## src/rtl/ahb_master_arbiter.sv

```systemverilog
// ----------------------------------------------------------------------------
// ahb_master_arbiter
//
// Round-robin arbiter for a multi-master AHB fabric. Exactly one master holds
// the grant at a time. Ownership can change only at an arbitration point
// (AP). An AP is an accepted IDLE cycle, or the accepted final beat of a
// SINGLE or fixed-length burst. An INCR burst can be handed over only on an
// accepted IDLE cycle.
//
// Ports
//   clk          bus clock, rising edge
//   rst          synchronous, active-high reset
//   req          per-master bus request
//   lock         per-master locked-sequence request
//   trans        shared-bus HTRANS (IDLE, BUSY, NONSEQ, SEQ)
//   burst        shared-bus HBURST
//   ready        shared-bus transfer done
//   grant        one-hot registered grant (master 0 parked after reset)
//   addr_sel     index of the granted master (address-phase mux select)
//   data_sel     index of the master owning the current data phase
//   master_lock  the granted master holds a locked sequence
// ----------------------------------------------------------------------------
module ahb_master_arbiter #(
    parameter int MASTERS = 4,
    parameter int SEL_W   = $clog2(MASTERS)
) (
    input  logic               clk,
    input  logic               rst,
    input  logic [MASTERS-1:0] req,
    input  logic [MASTERS-1:0] lock,
    input  logic [1:0]         trans,
    input  logic [2:0]         burst,
    input  logic               ready,
    output logic [MASTERS-1:0] grant,
    output logic [SEL_W-1:0]   addr_sel,
    output logic [SEL_W-1:0]   data_sel,
    output logic               master_lock
);

    typedef enum logic [1:0] {
        TR_IDLE   = 2'd0,
        TR_BUSY   = 2'd1,
        TR_NONSEQ = 2'd2,
        TR_SEQ    = 2'd3
    } trans_e;

    // The longest fixed burst is 16 beats, so 5 bits hold any beat index.
    localparam int CNT_W = 5;

    trans_e             trans_t;
    logic [MASTERS-1:0] grant_q,       grant_d;
    logic [SEL_W-1:0]   addr_sel_q,    addr_sel_d;
    logic [SEL_W-1:0]   data_sel_q,    data_sel_d;
    logic [SEL_W-1:0]   rr_ptr_q,      rr_ptr_d;
    logic               master_lock_q, master_lock_d;
    logic [CNT_W-1:0]   beat_cnt_q,    beat_cnt_d;

    logic [CNT_W-1:0]   burst_len;
    logic               len_valid;
    logic [CNT_W-1:0]   beat_idx;
    logic               last_beat;
    logic               arb_point;
    logic [SEL_W-1:0]   next_owner;
    logic               found;
    int                 cand;

    assign trans_t = trans_e'(trans);

    // Burst length decode. INCR has no defined length, so it never produces
    // last_beat and can only be handed over on IDLE.
    always_comb begin
        // NOTE: every signal driven in a combinational block gets a default
        // first, so no path leaves it unassigned and a latch is never inferred.
        burst_len = CNT_W'(1);
        len_valid = 1'b1;
        case (burst)
            3'd0:       burst_len = CNT_W'(1);
            3'd1:       len_valid = 1'b0;
            3'd2, 3'd3: burst_len = CNT_W'(4);
            3'd4, 3'd5: burst_len = CNT_W'(8);
            default:    burst_len = CNT_W'(16);
        endcase
    end

    // Beat index including the beat currently on the bus.
    always_comb begin
        beat_idx = beat_cnt_q;
        case (trans_t)
            TR_NONSEQ: beat_idx = CNT_W'(1);
            TR_SEQ:    beat_idx = beat_cnt_q + CNT_W'(1);
            default:   beat_idx = beat_cnt_q;
        endcase
    end

    assign last_beat = ((trans_t == TR_NONSEQ) || (trans_t == TR_SEQ)) &&
                       len_valid && (beat_idx == burst_len);
    assign arb_point = ready && ((trans_t == TR_IDLE) || last_beat);

    // Next-owner selection. A locked owner that is still requesting keeps the
    // bus. Otherwise the search starts at owner+1 and wraps, which places the
    // current owner last. With no requests at all, the bus parks on master 0.
    always_comb begin
        next_owner = '0;
        found      = 1'b0;
        cand       = 0;
        if (lock[rr_ptr_q] && req[rr_ptr_q]) begin
            next_owner = rr_ptr_q;
            found      = 1'b1;
        end else begin
            for (int i = 1; i <= MASTERS; i++) begin
                cand = int'(rr_ptr_q) + i;
                if (cand >= MASTERS) begin
                    cand = cand - MASTERS;
                end
                if (!found && req[cand]) begin
                    next_owner = SEL_W'(cand);
                    found      = 1'b1;
                end
            end
        end
    end

    // Next-state logic. Nothing moves while ready is low. data_sel takes the
    // previous addr_sel on every accepted transfer, so after a handover the
    // old master's final data phase is still muxed correctly.
    always_comb begin
        grant_d       = grant_q;
        addr_sel_d    = addr_sel_q;
        data_sel_d    = data_sel_q;
        rr_ptr_d      = rr_ptr_q;
        master_lock_d = master_lock_q;
        beat_cnt_d    = beat_cnt_q;
        if (ready) begin
            data_sel_d = addr_sel_q;
            case (trans_t)
                TR_NONSEQ: beat_cnt_d = CNT_W'(1);
                TR_SEQ:    beat_cnt_d = beat_cnt_q + CNT_W'(1);
                TR_IDLE:   beat_cnt_d = '0;
                default:   beat_cnt_d = beat_cnt_q;
            endcase
            if (arb_point) begin
                grant_d             = '0;
                grant_d[next_owner] = 1'b1;
                addr_sel_d          = next_owner;
                rr_ptr_d            = next_owner;
                master_lock_d       = lock[next_owner] && req[next_owner];
            end
        end
    end

    always_ff @(posedge clk) begin
        // NOTE: state registers take non-blocking assignments, so every flop
        // samples the pre-edge values regardless of statement order.
        if (rst) begin
            grant_q       <= MASTERS'(1);
            addr_sel_q    <= '0;
            data_sel_q    <= '0;
            rr_ptr_q      <= '0;
            master_lock_q <= 1'b0;
            beat_cnt_q    <= '0;
        end else begin
            grant_q       <= grant_d;
            addr_sel_q    <= addr_sel_d;
            data_sel_q    <= data_sel_d;
            rr_ptr_q      <= rr_ptr_d;
            master_lock_q <= master_lock_d;
            beat_cnt_q    <= beat_cnt_d;
        end
    end

    assign grant       = grant_q;
    assign addr_sel    = addr_sel_q;
    assign data_sel    = data_sel_q;
    assign master_lock = master_lock_q;

endmodule

```

## config.mk

```make
export PLATFORM = sky130hd
export DESIGN_NAME = ahb_master_arbiter
export DESIGN_NICKNAME = d
export VERILOG_FILES = /design/src/rtl/ahb_master_arbiter.sv
export SDC_FILE = /design/constraint.sdc
export NUM_CORES = 1
export LEC_CHECK = 0
export CORE_MARGIN = 2
export CORE_UTILIZATION = 50
export DETAILED_ROUTE_END_ITERATION = 10
export PLACE_DENSITY = 0.91
export SYNTH_ARGS = -nofsm -noshare
export SYNTH_HDL_FRONTEND = slang
export SYNTH_SLANG_ARGS = --single-unit
```

## constraint.sdc

```tcl
create_clock -name clk -period 3.1 [get_ports clk]
set_input_delay 0.93 -clock clk [delete_from_list [all_inputs] [get_ports clk]]
set_output_delay 0.93 -clock clk [all_outputs]
set_load 0.03 [all_outputs]
```

==> reports/results.txt <==
The flow ran to the end, and the final reports show no timing, DRC or antenna violations. Longest individual stage delay on the worst path: 0.53 ns. For the achievable clock frequency, the log shows 0.344 GHz.

The switching portion of total power came out at 0.301. Ranked by total cell area, the synthesized netlist is headed by sky130_fd_sc_hd__dfxtp_1 (25%), sky130_fd_sc_hd__ha_1 (5.6%), sky130_fd_sc_hd__a21oi_1 (5.3%), sky130_fd_sc_hd__mux2i_1 (5.3%), sky130_fd_sc_hd__nor2_1 (4.0%). The post-synthesis to final-layout area growth was 28.6%. The worst path needs 2.91 ns of the cycle, external delays included. The clock latency on the worst-skew pair is 0.28 ns, and the pin count of the biggest net entering global routing is 17.

In this run, placement finished with an instance count of 187. VDD sags by at most 0.216 mV. The number of unique standard cell types used by synthesis was 45.

In this run, the number of DRC markers left after iteration 0 of detailed routing was 33. For the remaining global-route overflow, the log shows 0. The detailed-placement wirelength estimate is 2170 um, and the async set-or-reset flop fraction in the synthesized netlist is 0.

After the last flow step, the layout net total stands at 185. The filler cells instantiated in the layout total 176. Clock network fraction of total power: 0.281.

Dividing the synthesized area by the synthesized cell count gives 8.28 sq um. Buffers placed on the I/O ports in this run total 24. The run gives 0.241 as the total routing usage reported by global routing. By count the netlist is led by sky130_fd_sc_hd__dfxtp_1 (14), sky130_fd_sc_hd__a21oi_1 (12), sky130_fd_sc_hd__nor2_1 (12), sky130_fd_sc_hd__nand3_1 (7). The die covers 2650 sq um. The tools report the worst slew slack as a fraction of its limit as 0.640.

The first detailed-routing pass ran for 4 iterations. The tools report the cell internal power dissipation as 0.324 mW. The multi-input combinational cells in the finished layout cover a total of 800 sq um. The run gives 136 as the gate count after technology mapping. The number of synthesized flops with an enable pin is 0, and the arrival time of data at the critical path endpoint is 3.11 ns. The tools report the net load switching power as 0.139 mW.

The core region is 2170 sq um. The share of power burned in combinational logic came out at 0.296. TritonCTS built the clock tree. Summed over all cells, the static leakage comes to 0.531 nW. Count of antenna diodes in the layout: 0. The number of antenna-violating nets in the routed design is 0, and the starting utilization of the core area is 0.519. After detailed routing, the number of remaining DRC violations is 0. The tools report the aggregate routed wire length as 2830 um.

Once the clock tree was built, the resizer swapped 0 gates to a different size. Across the run, the number of max-cap violations was 0. For the mapped cell area, the log shows 1130 sq um.

The actual transition at the worst max-transition pin was 0.540 ns. The tools report the worst-case setup margin in the final layout as 0.190 ns. The first global-routing pass estimated 4840 um of wire. For the worst setup path, the data required time is 3.30 ns. The net count of the mapped netlist is 157.

For the count of final setup violators, the log shows 0. The clock root buffer is sky130_fd_sc_hd__clkbuf_4. The slowest stage cell on the critical path is sky130_fd_sc_hd__clkdlybuf4s50_1. Setup repair after global routing left no endpoint under its margin. 25 I/O pins were placed.

The number of clock buffers added by TritonCTS is 3. The tools report the maximum level of the CTS H-tree as 1. In this run the cell area measured after placement is 1410 sq um.

Number of clock sinks: 14. The tools report the number of failing hold endpoints at the final stage as 0. The yosys synthesis warning count is 0, and the synthesis-stage register bit count is 14.

For the number of antenna violations at the first check in global routing, the log shows 0. The type of element capturing the critical path was a flip-flop. Prior to clock tree synthesis, the placed netlist has a worst setup slack of -0.0448 ns. The total via count after detailed routing is 1,185. The tools report the quantity of hold-fixing buffers added after cts as 0. The signal on the critical path passes through clkdlybuf4s50_1, ha_1, nand2b_1, a221o_1, o21ai_2, o311ai_4, a211o_1, o221ai_2.

The biggest area contributor in the post-synthesis netlist is sky130_fd_sc_hd__dfxtp_1. In this run the power density over the cells is 320 nW/um^2. Of all nets on the critical path, the largest fanout is 10. For this run, the leading register cell type out of synthesis is sky130_fd_sc_hd__dfxtp_1. Dividing the detail-routed wire length by the instance count gives 14.8 um.

The clock-pin slew of the registers on the worst-case setup and hold paths works out to 0.08 ns. The initialized floorplan defines 17 standard-cell rows. The proportion of power drawn by flip-flops and latches was 0.423; the post-route standard cell area excluding fillers was 1450 sq um. The tools report the sequential cell area in the final layout as 280 sq um.

The area share of the leading cell type in the synthesized netlist was 0.249. Type of the tightest min-delay check: flip-flop to flip-flop. The number of global-route vias before repair was 1,123. Clock skew on the completed layout was measured at 0.00255 ns. Number of non-filler instances in the completed layout: 191. sky130_fd_sc_hd__dfxtp_1 is the most common cell in the netlist. In the routed layout, each cell is associated on average with a via count of 6.20.

The worst setup path is launched from a primary input. The critical path class is primary input to flip-flop. The sequential-to-total area share from yosys stat was 0.249; the maximum count of clock buffers along a single path was 2.

The tools report the number of pins exceeding their max-slew limit in the final report as 0. Summed over all failing endpoints, the final setup total negative slack is 0 ns. Share of the clock period used by the worst path after layout: 0.939.

Fraction of layout instances using a drive strength above 1: 0.104. In this run the horizontal extent of the chip is 51.5 um. The buffers inserted during post-CTS setup optimization came out at 0.

Routability-driven placement congestion ratio: 0.920. The die is 51.5 um tall.
final cells by class:
cell class | count | area share
multi-input combinational | 111 | 0.552
sequential | 14 | 0.194
timing repair buffer | 29 | 0.192
clock buffer | 4 | 0.0251
tap | 28 | 0.0242
inverter | 5 | 0.0130
per-stage QoR:
stage / hold slack [ns] / power [mW] / util
floorplan: 0.470 / 0.281 / -
global placement: 0.462 / 0.330 / 0.651
detailed placement: 0.470 / 0.336 / 0.651
CTS: 0.481 / 0.466 / 0.667
global route: 0.499 / 0.487 / 0.667
finish: 0.478 / 0.463 / 0.667
state kept, by name, summed over array words and instances, names as in the netlist:
signal,cells
beat_cnt_q,5
data_sel,2
grant,4
rr_ptr_q,2
master_lock,1
routing by layer:
metal	vias to the layer above	wire length (um)	share of wire	track usage
li1	572	-	-	-
met1	568	1160	0.41	0.279
met4	0	66	0.023	0.110
met2	33	1490	0.53	0.432
met5	-	0	0	0
met3	12	110	0.039	0.0351
cells by family after synthesis:
| logic type | Yosys count | synth area share |
|---|---|---|
| and+or+nand+nor | 47 | 0.220 |
| AOI/OAI and AO/OA | 46 | 0.310 |
| DFF | 14 | 0.249 |
| buffers and inverters | 11 | 0.0411 |
| muxes | 9 | 0.0933 |
| adders and majority gates | 5 | 0.0556 |
| xor gates and xnor gates | 4 | 0.0311 |
worst paths after layout:
check,depth (start not counted),endpoint,slack [ns],from
worst max register to register,6,master_lock,0.68,rr_ptr_q[0]
worst min register to register,2,grant[1],0.48,grant[1]
worst max-delay path,8,master_lock,0.19,trans[0]
worst min-delay path,2,grant[1],0.48,grant[1]
power groups by stage:
stage	sequential [mW]	combinational, mW	clock [mW]
6_report	0.196	0.137	0.130
5_1_grt	0.197	0.149	0.141
4_1_cts	0.196	0.137	0.134
3_5_place_dp	0.200	0.136	0
3_3_place_gp	0.199	0.130	0
2_1_floorplan	0.205	0.0758	0
critical path: cells and delay by family:
kind                     cells  cell delay (ns)
AND/OR/NAND/NOR              1             0.12
AO/OA/AOI/OAI                5             1.16
buffers and inverters        1             0.53
adder cells (fa/ha/maj)      1             0.37
cell usage in the layout (no fill, tap or decap), types with 3 or more instances in the layout:
cell and instances:
sky130_fd_sc_hd__mux2i_1 6, sky130_fd_sc_hd__clkbuf_4 3, sky130_fd_sc_hd__a22oi_1 3, sky130_fd_sc_hd__o21ai_0 6, sky130_fd_sc_hd__nand3_1 7, sky130_fd_sc_hd__o211ai_1 4, sky130_fd_sc_hd__a21o_1 3, sky130_fd_sc_hd__nand2_1 6
sky130_fd_sc_hd__clkdlybuf4s50_1 24, sky130_fd_sc_hd__ha_1 5, sky130_fd_sc_hd__a21oi_1 12, sky130_fd_sc_hd__inv_1 4, sky130_fd_sc_hd__buf_4 5, sky130_fd_sc_hd__dfxtp_1 14, sky130_fd_sc_hd__nor2b_1 3, sky130_fd_sc_hd__nor2_1 12
sky130_fd_sc_hd__nand2b_1 5
Note: power is estimated with default switching activity, not from simulation.
